$ cat src/rtl/sync_debounce_edge.sv
// Debouncer for an already-synchronized 1-bit level: a new level is accepted after
// DEBOUNCE_CYCLES consecutive qualified samples, with registered rise/fall pulses.
module sync_debounce_edge #(
   parameter int   DEBOUNCE_CYCLES = 16,
   parameter logic RESET_LEVEL     = 1'b0,
   parameter int   CNT_W           = $clog2(DEBOUNCE_CYCLES + 1)
) (
   input  logic clk,
   input  logic reset_n,
   input  logic din_sync,
   input  logic sample_en,
   output logic level_o,
   output logic rise_o,
   output logic fall_o,
   output logic busy_o
);

   typedef enum logic [1:0] {
      ST_LOW,
      ST_LOW_CHK,
      ST_HIGH,
      ST_HIGH_CHK
   } state_t;

   localparam state_t           RESET_STATE = RESET_LEVEL ? ST_HIGH : ST_LOW;
   localparam logic [CNT_W-1:0] CNT_LAST    = CNT_W'(DEBOUNCE_CYCLES - 1);
   localparam logic             ONE_SHOT    = (DEBOUNCE_CYCLES == 1);

   state_t           state;
   state_t           state_nxt;
   logic [CNT_W-1:0] cnt;
   logic [CNT_W-1:0] cnt_nxt;
   logic             level_nxt;
   logic             rise_nxt;
   logic             fall_nxt;

   // Any opposite sample in a CHK state drops back to the stable state and restarts the count.
   always_comb begin
      state_nxt = state;
      cnt_nxt   = cnt;
      level_nxt = level_o;
      rise_nxt  = 1'b0;
      fall_nxt  = 1'b0;
      if (sample_en) begin
         case (state)
            ST_LOW: begin
               if (din_sync) begin
                  if (ONE_SHOT) begin
                     state_nxt = ST_HIGH;
                     cnt_nxt   = '0;
                     level_nxt = 1'b1;
                     rise_nxt  = 1'b1;
                  end else begin
                     state_nxt = ST_LOW_CHK;
                     cnt_nxt   = CNT_W'(1);
                  end
               end
            end
            ST_LOW_CHK: begin
               if (!din_sync) begin
                  state_nxt = ST_LOW;
                  cnt_nxt   = '0;
               end else if (cnt == CNT_LAST) begin
                  state_nxt = ST_HIGH;
                  cnt_nxt   = '0;
                  level_nxt = 1'b1;
                  rise_nxt  = 1'b1;
               end else begin
                  cnt_nxt = cnt + 1'b1;
               end
            end
            ST_HIGH: begin
               if (!din_sync) begin
                  if (ONE_SHOT) begin
                     state_nxt = ST_LOW;
                     cnt_nxt   = '0;
                     level_nxt = 1'b0;
                     fall_nxt  = 1'b1;
                  end else begin
                     state_nxt = ST_HIGH_CHK;
                     cnt_nxt   = CNT_W'(1);
                  end
               end
            end
            ST_HIGH_CHK: begin
               if (din_sync) begin
                  state_nxt = ST_HIGH;
                  cnt_nxt   = '0;
               end else if (cnt == CNT_LAST) begin
                  state_nxt = ST_LOW;
                  cnt_nxt   = '0;
                  level_nxt = 1'b0;
                  fall_nxt  = 1'b1;
               end else begin
                  cnt_nxt = cnt + 1'b1;
               end
            end
            default: begin
               state_nxt = RESET_STATE;
               cnt_nxt   = '0;
               level_nxt = RESET_LEVEL;
            end
         endcase
      end
   end

   always_ff @(posedge clk or negedge reset_n) begin
      if (!reset_n) begin
         state   <= RESET_STATE;
         cnt     <= '0;
         level_o <= RESET_LEVEL;
         rise_o  <= 1'b0;
         fall_o  <= 1'b0;
      end else begin
         state   <= state_nxt;
         cnt     <= cnt_nxt;
         level_o <= level_nxt;
         rise_o  <= rise_nxt;
         fall_o  <= fall_nxt;
      end
   end

   assign busy_o = (state == ST_LOW_CHK) || (state == ST_HIGH_CHK);

endmodule

$ cat config.mk
export PLATFORM = sky130hd
export DESIGN_NAME = sync_debounce_edge
export DESIGN_NICKNAME = d
export VERILOG_FILES = /design/src/rtl/sync_debounce_edge.sv
export SDC_FILE = /design/constraint.sdc
export NUM_CORES = 1
export LEC_CHECK = 0
export BUFFER_PORTS_ARGS = -buffer_cell sky130_fd_sc_hd__buf_2
export CAP_MARGIN = 10
export CELL_PAD_IN_SITES_DETAIL_PLACEMENT = 2
export CELL_PAD_IN_SITES_GLOBAL_PLACEMENT = 2
export CORE_AREA = 2 2 43 45
export CTS_CLUSTER_SIZE = 10
export DETAILED_ROUTE_END_ITERATION = 6
export DIE_AREA = 0 0 45 47
export PLACE_DENSITY = 0.68
export SYNTH_ARGS = -nofsm -noshare
export SYNTH_HDL_FRONTEND = slang
export SYNTH_SLANG_ARGS = --single-unit
$ cat constraint.sdc
create_clock -name clk -period 2 [get_ports clk]
set_input_delay 0.4 -clock clk [delete_from_list [all_inputs] [get_ports clk]]
set_output_delay 0.4 -clock clk [all_outputs]
set_load 0.05 [all_outputs]
# After elaboration in Yosys (flattened, before gate mapping)
# Index checks and enable logic that the tools add are counted.
# word_totals
register_bits	10
latchBits	0
ramBits	0
mem_bits_ro	0
in_bits	4
out_inout_bits	4
elab_cells	49
memories	0
# op_classes
addsub	1
n_mul	0
div_mod_pow	0
n_lt_le_gt_ge	0
n_eq_ne	12
shift	0
mux	25
n_bitwise	0
reduce_logical	6
# op_table
op	count
5-bit 2-to-1 mux	5
5-bit case mux with 4 select lines	1
2-bit 2-to-1 mux	6
2-bit != test, second input constant	6
1-bit 2-to-1 mux	11
2-bit case mux with 4 select lines	1
3-bit != test, second input constant	2
6-bit AND reduction	1
5-bit by 1-bit adder with 5-bit output, second input constant	1
5-bit by 4-bit == test with 1-bit output, second input constant	1
5-bit AND reduction	1
2-bit == test, second input constant	2
3-bit AND reduction	1
2-bit by 1-bit == test with 1-bit output, second input constant	1
2-bit zero test	1
1-bit case mux with 2 select lines	1
2-bit nonzero test	1
1-bit logical OR	1

# Depth between registers and ports, before layout
# Gate-level depths: netlist of run 1.
# logic_depth
word_depth	5
mapped_depth	4
depth_no_buf	4

# Worst setup path after synthesis of run 1
# No wires, ideal clock.
# synth_timing
path_type	flip-flop to flip-flop
from	reg cnt[0]
to	reg (tool-made name)
setup_time_ns	0.125
arrival_time_ns	1.307
t_required_ns	1.875
setup_slack_ns	0.568
stages_incl_launch_ff	5
path_buffers	0
synth_period_minus_slack_ns	1.432
cell_sequence	dfrtp_1 ha_1 nand4b_4 or2_4 mux2_4
# synth_lines
item	line_no	text
start: declaration	31	logic [CNT_W-1:0] cnt;
start signal: assignment	116	cnt <= cnt_nxt;

==> results of run 1 <==
[routing by layer]
layer	wire length [um]	up-vias	global-route usage	share of wire
met5	0	-	0	0
met4	37	0	0.0882	0.032
met3	30	5	0.0346	0.026
met2	501	7	0.186	0.43
met1	586	195	0.207	0.51
li1	-	189	-	-
[sequential cells by signal, indices dropped and copies added (netlist names), named ones only]
name and cells:
cnt 5, fall_o 1, rise_o 1, level_o 1
state 1
[metrics by stage]
stage                     hold slack [ps]  setup WS, ps  std cells
after CTS                             369           441         74
after global routing                  385           348         74
after global placement                278           519         69
final                                 370           450         74
after floorplan                       104           568         47
after detailed placement              279           474         69
[synthesized netlist by cell type, types with 2 or more instances]
cell type,instances,share of area
clkbuf_1,3,0.022
a21oi_1,2,0.020
o21ai_0,3,0.030
nor3_1,2,0.020
o2bb2ai_1,2,0.035
mux2i_1,2,0.040
nand3_1,4,0.040
dfrtp_1,10,0.50
nand2_1,5,0.038
inv_1,2,0.015
[critical path, delay by kind of cell (launching register included)]
family,cells,cell delay (ps)
flops,1,420
simple gates,2,440
mux,1,290
fa+ha+maj,1,280
[area by class of cell]
type	instances	area share
flip-flops and latches	10	0.418
multi-input cells	32	0.386
repair buffers	9	0.0877
clock buffers	4	0.0605
well taps	17	0.0355
inverters	2	0.0125
[power by group through the flow]
stage / sequential, W / combinational [W] / clock [W]
2_1_floorplan: 0.000236 / 0.0000494 / 0
3_3_place_gp: 0.000238 / 0.0000699 / 0
3_5_place_dp: 0.000239 / 0.0000694 / 0
4_1_cts: 0.000236 / 0.0000710 / 0.000195
5_1_grt: 0.000240 / 0.0000801 / 0.000205
6_report: 0.000236 / 0.0000698 / 0.000190
[logic make-up after synthesis]
kind of cell,count (synthesis)
AND/OR/NAND/NOR,15
buffers and inverters,5
flip-flops,10
AO/OA/AOI/OAI,12
XOR/XNOR,1
multiplexers,3
adder cells (fa/ha/maj),1
[final timing paths]
path / start / to / slack, ps / cells past startpoint
setup / recovery: cnt[0] / register / 450 / 4
hold / removal: din_sync / fall_o / 370 / 2
setup reg to reg: cnt[0] / register / 450 / 4
hold reg to reg: cnt[4] / cnt[4] / 500 / 1
max in group asynchronous: reset_n / rise_o / 1280 / 2
min in group asynchronous: reset_n / cnt[2] / 530 / 2
==> flow_summary_export.csv, run 1 <==
group,metric,value,unit
clock_tree,cts_root_buffer,"clkbuf_4",
drt,post_drt_wl_per_cell,15.6,um
clock_tree,clock_input_transition_at_the_sequential_cells_of_the_worst_setup_and_hold_paths,70,ps
place,postPlaceCellArea,553,um2
worst_setup_path,worst-endpoint-arrival,1710,ps
clock_tree,tritoncts_buffer_count,3,
cells_and_area,final_cell_area,599,um2
sta,report.final.hold_viol_count,0,
synth,netlist_area_before_placement,500,um2
sta,timing_max_transition_violations_final,0,
worst_setup_path,category_of_the_worst_setup_path_launch_point,"register",
grt,grt_overflow_total,0,
sta,rsz0062_at_grt,"false",
power,p_sw_frac,0.288,
die,dieWidth,45,um
power,vdd_ir_drop_max,0.000301,V
worst_setup_path,worst-endpoint-required,2160,ps
die,start_util,0.303,
synth,synth_fp_nets,52,
grt,grt_antenna_before_repair,0,
power,leakage,0.316,nW
worst_setup_path,peak_per_stage_delay_on_the_critical_path,420,ps
die,core_region_area,1650,um2
grt,grt_start_max_net_pins,11,
die,floorplan.die_area,2120,um2
synth,synth-seq-area-share,0.500,
sta,fin_setup_tns,0,ps
worst_setup_path,crit_path_cell_trace,"ha_1 -> nand4b_4 -> or2_4 -> mux2_4",
power,clock_power_share,0.384,
grt,grt_first_pass_wirelength,2060,um
synth,synth_async_sr_flop_share,1.00,
worst_setup_path,biggest_fanout_along_the_worst_timing_path,6,
synth,area_share_of_xor_xnor_cells_in_the_synthesized_design,0.0175,
cells_and_area,fill_cells,191,
drt,antenna_left,0,
clock_tree,clock_latency,270,ps
die,die_h,47,um
cells_and_area,flow.area_growth_from_synthesis,19.8,%
cells_and_area,nets_finish,63,
cells_and_area,mostFrequentLayoutCell,"dfrtp_1",
synth,count_of_flip_flops_with_a_built_in_enable_after_synthesis,0,
synth,ys.flop_type,"dfrtp_1",
drt,drc,0,
sta,worstMarginPinSlew,334,ps
die,placementRows,15,
flow_run,drv.max_cap_violation_count,0,
synth,largest_family_of_logic_cells_by_synthesized_area,"simple AND/OR/NAND/NOR gates",
cells_and_area,fin_util,0.363,
synth,post_synth_num_cell_types,22,
sta,period_share,0.775,
worst_setup_path,critPathSlowestCell,"dfrtp_1",
cells_and_area,multi_input_comb_area,231,um2
synth,netlist_instances,47,
clock_tree,post_cts_resized,0,
sta,fin_crit,1550,ps
place,place.port_buffers,7,
sta,max_slew_margin,0.777,
synth,synth_compound_area_frac,0.162,
grt,first_global_vias,409,
drt,drt_iter0_drc,6,
power,comb_power_share,0.141,
drt,detail_route.vias_per_cell,5.35,
worst_setup_path,worst_setup_path_class,"register to register",
synth,post_synth_and_or_nand_nor_area_fraction,0.188,
sta,max_freq,645,MHz
synth,yosys.area_share.adder,0.0250,
power,design_power_total,0.000496,W
synth,synth.mux.area_fraction,0.0700,
synth,ys_seq_elements,10,
power,power_per_cell_area,827,nW/um2
power,power.internal,0.000353,W
power,seqPwrFrac,0.476,
outcome,run_status,"finished clean",
cells_and_area,n_antenna_cell,0,
clock_tree,cts_tree,"built",
drt,dr.pass1.iters,4,
clock_tree,cts.repair_timing.setup_buffer_count,0,
clock_tree,cts_max_path_buffers,2,
clock_tree,h-tree-depth,1,
sta,report.final.setup_viol,0,
cells_and_area,final_layout_size_suffix_gt1_frac,0.263,
place,gpl.final_weighted_congestion,0.746,
clock_tree,cts_sinks,10,
hold_path,hp-class,"primary input to register",
sta,worst_case_clock_skew,2.55,ps
place,dpl.hpwl,837,um
die,top_level_ports,8,
cells_and_area,regArea,250,um2
clock_tree,cts_hold_buf,1,
cells_and_area,most_frequent_cells_in_the_layout,"10 x dfrtp_1, 7 x buf_2, 5 x nand2_1, 4 x nand3_1",
worst_setup_path,end_kind,"register",
synth,yosys_warnings,0,
drt,route.final.wire_length,1160,um
grt,grt.total_usage,0.142,
power,total_switching_power,0.000143,W
drt,detailroute.via_count,396,
synth,syn-mean-instance-area,10.6,um2
(Power assumes the default switching activity.)
==> run 2: changes to the inputs <==
==> constraint.sdc (replaced) <==
create_clock -name clk -period 1.43 [get_ports clk]
set_input_delay 0.286 -clock clk [delete_from_list [all_inputs] [get_ports clk]]
set_output_delay 0.286 -clock clk [all_outputs]
set_load 0.05 [all_outputs]
==> flow_summary_export.csv, run 2 (synthesis results as in run 1) <==
group,metric,value,unit
worst_setup_path,peak_per_stage_delay_on_the_critical_path,410,ps
cells_and_area,top_register,"cnt",
drt,dr.pass1.iters,4,
grt,groute.layer.met3.usage,0.0346,
drt,post_drt_wl_per_cell,16.6,um
drt,antenna_left,0,
grt,grt_start_max_net_pins,11,
sta,max_freq,729,MHz
worst_setup_path,end_kind,"register",
grt,busiest_layer,"met2",
sta,worstMarginPinSlew,292,ps
die,start_util,0.303,
power,design_power_total,0.000720,W
clock_tree,h-tree-depth,1,
worst_setup_path,worst_r2r_path_depth,4,
worst_setup_path,cpLargestDelayFamily,"flip-flops",
power,vdd_ir_drop_max,0.000474,V
grt,grt_first_pass_wirelength,2150,um
worst_setup_path,category_of_the_worst_setup_path_launch_point,"register",
grt,first_global_vias,464,
sta,worst_case_clock_skew,0.697,ps
worst_setup_path,critPathBufInv,0,
cells_and_area,nets_finish,67,
worst_setup_path,worst-endpoint-required,1580,ps
place,place.port_buffers,7,
cells_and_area,final_layout_size_suffix_gt1_frac,0.328,
cells_and_area,flow.area_growth_from_synthesis,28.3,%
die,core_region_area,1650,um2
worst_setup_path,r2r_setup_slk,60,ps
clock_tree,cts_tree,"built",
worst_setup_path,crit_path_cell_trace,"ha_4 -> nand4b_4 -> or2_4 -> mux2_4",
clock_tree,cts_max_path_buffers,2,
hold_path,hold-path-cell-count,2,
die,placementRows,15,
sta,rsz0062_at_grt,"false",
cells_and_area,final_cell_count_no_fill,78,
sta,period_share,0.959,
die,top_level_ports,8,
clock_tree,tritoncts_buffer_count,3,
sta,report.final.hold_viol_count,0,
hold_path,timing.hold.worst_endpoint,"fall_o",
die,floorplan.die_area,2120,um2
sta,timing_max_transition_violations_final,0,
clock_tree,cts_root_buffer,"clkbuf_4",
place,place.detailed.instances,73,
grt,grtUsageMet2,0.254,
clock_tree,clock_latency,260,ps
worst_setup_path,biggest_fanout_along_the_worst_timing_path,4,
drt,drt_iter0_drc,7,
grt,grt.total_usage,0.148,
grt,global_route.usage.met1,0.173,
drt,drc,0,
cells_and_area,n_antenna_cell,0,
clock_tree,clock_input_transition_at_the_sequential_cells_of_the_worst_setup_and_hold_paths,70,ps
clock_tree,cts_sinks,10,
drt,route.final.wire_length,1300,um
die,die_h,47,um
power,leakage,0.334,nW
sta,fin_crit,1370,ps
sta,fin_setup_tns,0,ps
sta,max_slew_margin,0.804,
hold_path,min_from,"din_sync",
drt,detail_route.vias_per_cell,5.28,
worst_setup_path,worst-endpoint-arrival,1530,ps
grt,grt_antenna_before_repair,0,
die,dieWidth,45,um
cells_and_area,largest_reg_flops,5,
cells_and_area,most_frequent_cells_in_the_layout,"10 x dfrtp_1, 7 x buf_2, 5 x nand2_1, 5 x buf_4, 4 x nand3_1",
sta,report.final.setup_viol,0,
power,power_per_cell_area,1120,nW/um2
outcome,run_status,"finished clean",
worst_setup_path,critPathSlowestCell,"dfrtp_1",
hold_path,hp-class,"primary input to register",
cells_and_area,mostFrequentLayoutCell,"dfrtp_1",
place,gpl.final_weighted_congestion,0.696,
grt,grt_overflow_total,0,
worst_setup_path,worst_r2r_startpoint,"cnt[1]",
place,dpl.hpwl,1020,um
flow_run,drv.max_cap_violation_count,0,
drt,detailroute.via_count,412,
worst_setup_path,worst_setup_path_class,"register to register",
run 2: cell types whose count changed in the layout (fill, tap and decap cells not counted):
cell / change
ha_1: -1
buf_4: +4
ha_4: +1
run 2: area by class of cell:
cell class                 instances  area (um2)
timing repair buffer              13        82.6
inverter                           2        7.51
tap                               17        21.3
multi-input combinational         32         244
sequential                        10         250
fill                             183        1010
clock buffer                       4        36.3
run 2: worst reg2reg max path, stage by stage (launching register included):
cell and delay (ps):
dfrtp_1 410, ha_4 180, nand4b_4 90, or2_4 270, mux2_4 300
run 2: per-stage QoR:
| stage | cell area (um2) | setup WS, ps | hold WS [ps] | util |
|---|---|---|---|---|
| finish | 642 | 58.0 | 267 | 0.389 |
| global route | 642 | 11.8 | 265 | 0.389 |
| CTS | 632 | 7.77 | 267 | 0.383 |
| detailed placement | 586 | 21.0 | 165 | 0.355 |
| global placement | 586 | 73.8 | 161 | 0.355 |
| floorplan | 503 | 25.2 | -9.59 | - |
run 2: routing by layer:
layer	wire length (um)	up-vias
met3	25	0
met4	0	0
met5	0	-
li1	-	200
met1	587	204
met2	685	8
run 2: worst max-delay path by stage:
stage                      start        to  slack (ps)  cells past startpoint
after floorplan           cnt[0]  register          30                      4
after global placement    cnt[1]  register          70                      4
after detailed placement  cnt[1]  register          20                      4
after CTS                 cnt[1]  register           8                      4
after global routing      cnt[1]  register          10                      4
final                     cnt[1]  register          60                      4
run 2: what timing repair did:
item	CTS	global route
setup buffers	0	0
hold buffers	1	0
endpoints found under the hold margin	10	0
gates resized for setup	0	1
setup endpoints to repair	0	1
run 2: power by group:
part	switching (W)	internal, W	total, W
Clock	0.000107	0.000155	0.000262
Combinational	0.0000738	0.0000569	0.000131
Sequential	0.0000266	0.000302	0.000328
==> run 3: changes to the inputs <==
==> constraint.sdc (replaced) <==
create_clock -name clk -period 1.43 [get_ports clk]
set_input_delay 0.286 -clock clk [delete_from_list [all_inputs] [get_ports clk]]
set_output_delay 0.286 -clock clk [all_outputs]
set_load 0.005 [all_outputs]
==> flow_summary_export.csv, run 3 (synthesis results as in run 1) <==
group,metric,value,unit
grt,grt_antenna_before_repair,0,
clock_tree,cts_max_path_buffers,2,
sta,timing_max_transition_violations_final,0,
cells_and_area,n_antenna_cell,0,
drt,antenna_left,0,
drt,drc,0,
worst_setup_path,critPathSlowestCell,"dfrtp_1",
drt,post_drt_wl_per_cell,16.4,um
outcome,run_status,"finished clean",
power,p_sw_frac,0.275,
drt,detail_route.vias_per_cell,5.24,
cells_and_area,nets_finish,67,
cells_and_area,mostFrequentLayoutCell,"dfrtp_1",
power,total_switching_power,0.000194,W
sta,period_share,0.951,
die,core_region_area,1650,um2
power,leakage,0.334,nW
power,seqPwrFrac,0.465,
die,start_util,0.303,
worst_setup_path,category_of_the_worst_setup_path_launch_point,"register",
drt,dr.pass1.iters,4,
worst_setup_path,biggest_fanout_along_the_worst_timing_path,4,
sta,max_freq,735,MHz
grt,grt.total_usage,0.156,
clock_tree,clock_input_transition_at_the_sequential_cells_of_the_worst_setup_and_hold_paths,70,ps
drt,drt_iter0_drc,6,
sta,worstMarginPinSlew,338,ps
grt,grt_first_pass_wirelength,2260,um
power,power.internal,0.000513,W
place,gpl.final_weighted_congestion,0.693,
die,dieWidth,45,um
power,power_per_cell_area,1100,nW/um2
worst_setup_path,cpLargestDelayFamily,"flip-flops",
worst_setup_path,worst-endpoint-required,1590,ps
clock_tree,clock_latency,270,ps
cells_and_area,largest_reg_flops,5,
cells_and_area,final_layout_size_suffix_gt1_frac,0.328,
sta,report.final.setup_viol,0,
drt,detailroute.via_count,409,
cells_and_area,most_frequent_cells_in_the_layout,"10 x dfrtp_1, 7 x buf_2, 5 x nand2_1, 5 x buf_4, 4 x nand3_1",
flow_run,drv.max_cap_violation_count,0,
sta,setup_slack,70.2,ps
sta,rsz0062_at_grt,"false",
power,vdd_ir_drop_max,0.000429,V
power,clock_power_share,0.369,
clock_tree,cts_tree,"built",
grt,first_global_vias,472,
sta,fin_setup_tns,0,ps
grt,grt_start_max_net_pins,11,
clock_tree,cts_root_buffer,"clkbuf_4",
grt,grt_overflow_total,0,
clock_tree,h-tree-depth,1,
die,placementRows,15,
sta,worst_case_clock_skew,1.51,ps
die,die_h,47,um
clock_tree,tritoncts_buffer_count,3,
worst_setup_path,worst_setup_path_class,"register to register",
sta,max_slew_margin,0.773,
place,place.port_buffers,7,
worst_setup_path,end_kind,"register",
worst_setup_path,critPathBufInv,0,
hold_path,hp-class,"primary input to register",
die,floorplan.die_area,2120,um2
cells_and_area,flow.area_growth_from_synthesis,28.3,%
cells_and_area,fill_cells,190,
cells_and_area,top_register,"cnt",
worst_setup_path,worst-endpoint-arrival,1520,ps
die,top_level_ports,8,
sta,report.final.hold_viol_count,0,
place,pre_cts_slack,22.3,ps
power,comb_power_share,0.165,
place,dpl.hpwl,941,um
drt,route.final.wire_length,1280,um
worst_setup_path,peak_per_stage_delay_on_the_critical_path,410,ps
worst_setup_path,crit_path_cell_trace,"ha_4 -> nand4b_4 -> or2_4 -> mux2_4",
clock_tree,cts_sinks,10,
sta,fin_crit,1360,ps
run 3: cell counts in the layout (fill, tap and decap cells not counted):
No cell type changed its count.
run 3: cell type report:
cell class,instances,area [um2],area share
sequential,10,250,0.390
inverter,2,7.51,0.0117
tap,17,21.3,0.0331
multi-input combinational,32,244,0.380
timing repair buffer,13,82.6,0.129
clock buffer,4,36.3,0.0565
run 3: what timing repair did:
action | 4_1_cts | 5_1_grt
hold endpoints to repair | 10 | 0
hold buffers | 1 | 0
buffers inserted | 0 | 0
endpoints found under the setup margin | 0 | 2
gates resized for setup | 0 | 1
run 3: routing by layer:
layer  track usage  wire length, um
met4        0.0353                0
met2         0.269              648
met3        0.0577               59
met1         0.186              572
met5             0                0
run 3: through the flow:
stage                     std cells  utilization  hold WS [ps]  power, W  instance area [um2]
after detailed placement         73        0.355           163  0.000438                  586
after floorplan                  47            -         -9.59  0.000386                  503
after CTS                        78        0.383           252  0.000714                  632
after global routing             78        0.389           259  0.000755                  642
final                            78        0.389           255  0.000708                  642
after global placement           73        0.355           161  0.000431                  586
run 3: final timing paths:
check / startpoint / end / slack [ps] / depth (start not counted)
worst min-delay path: din_sync / fall_o / 250 / 2
worst max-delay path: cnt[1] / register / 70 / 4
worst max register to register: cnt[1] / register / 70 / 4
max in group asynchronous: reset_n / cnt[0] / 840 / 2
min in group asynchronous: reset_n / fall_o / 400 / 2
worst min register to register: cnt[4] / cnt[4] / 500 / 1
run 3: power by group through the flow:
| stage | clock (W) | sequential, W | combinational, W |
|---|---|---|---|
| floorplan | 0 | 0.000325 | 0.0000615 |
| global placement | 0 | 0.000327 | 0.000104 |
| detailed placement | 0 | 0.000329 | 0.000109 |
| CTS | 0.000276 | 0.000324 | 0.000114 |
| global route | 0.000286 | 0.000333 | 0.000136 |
| finish | 0.000261 | 0.000329 | 0.000117 |
run 3: worst register-to-register path, stage by stage, from the launching register on:
cell      delay (ps)
dfrtp_1          410
ha_4             180
nand4b_4          90
or2_4            270
mux2_4           300
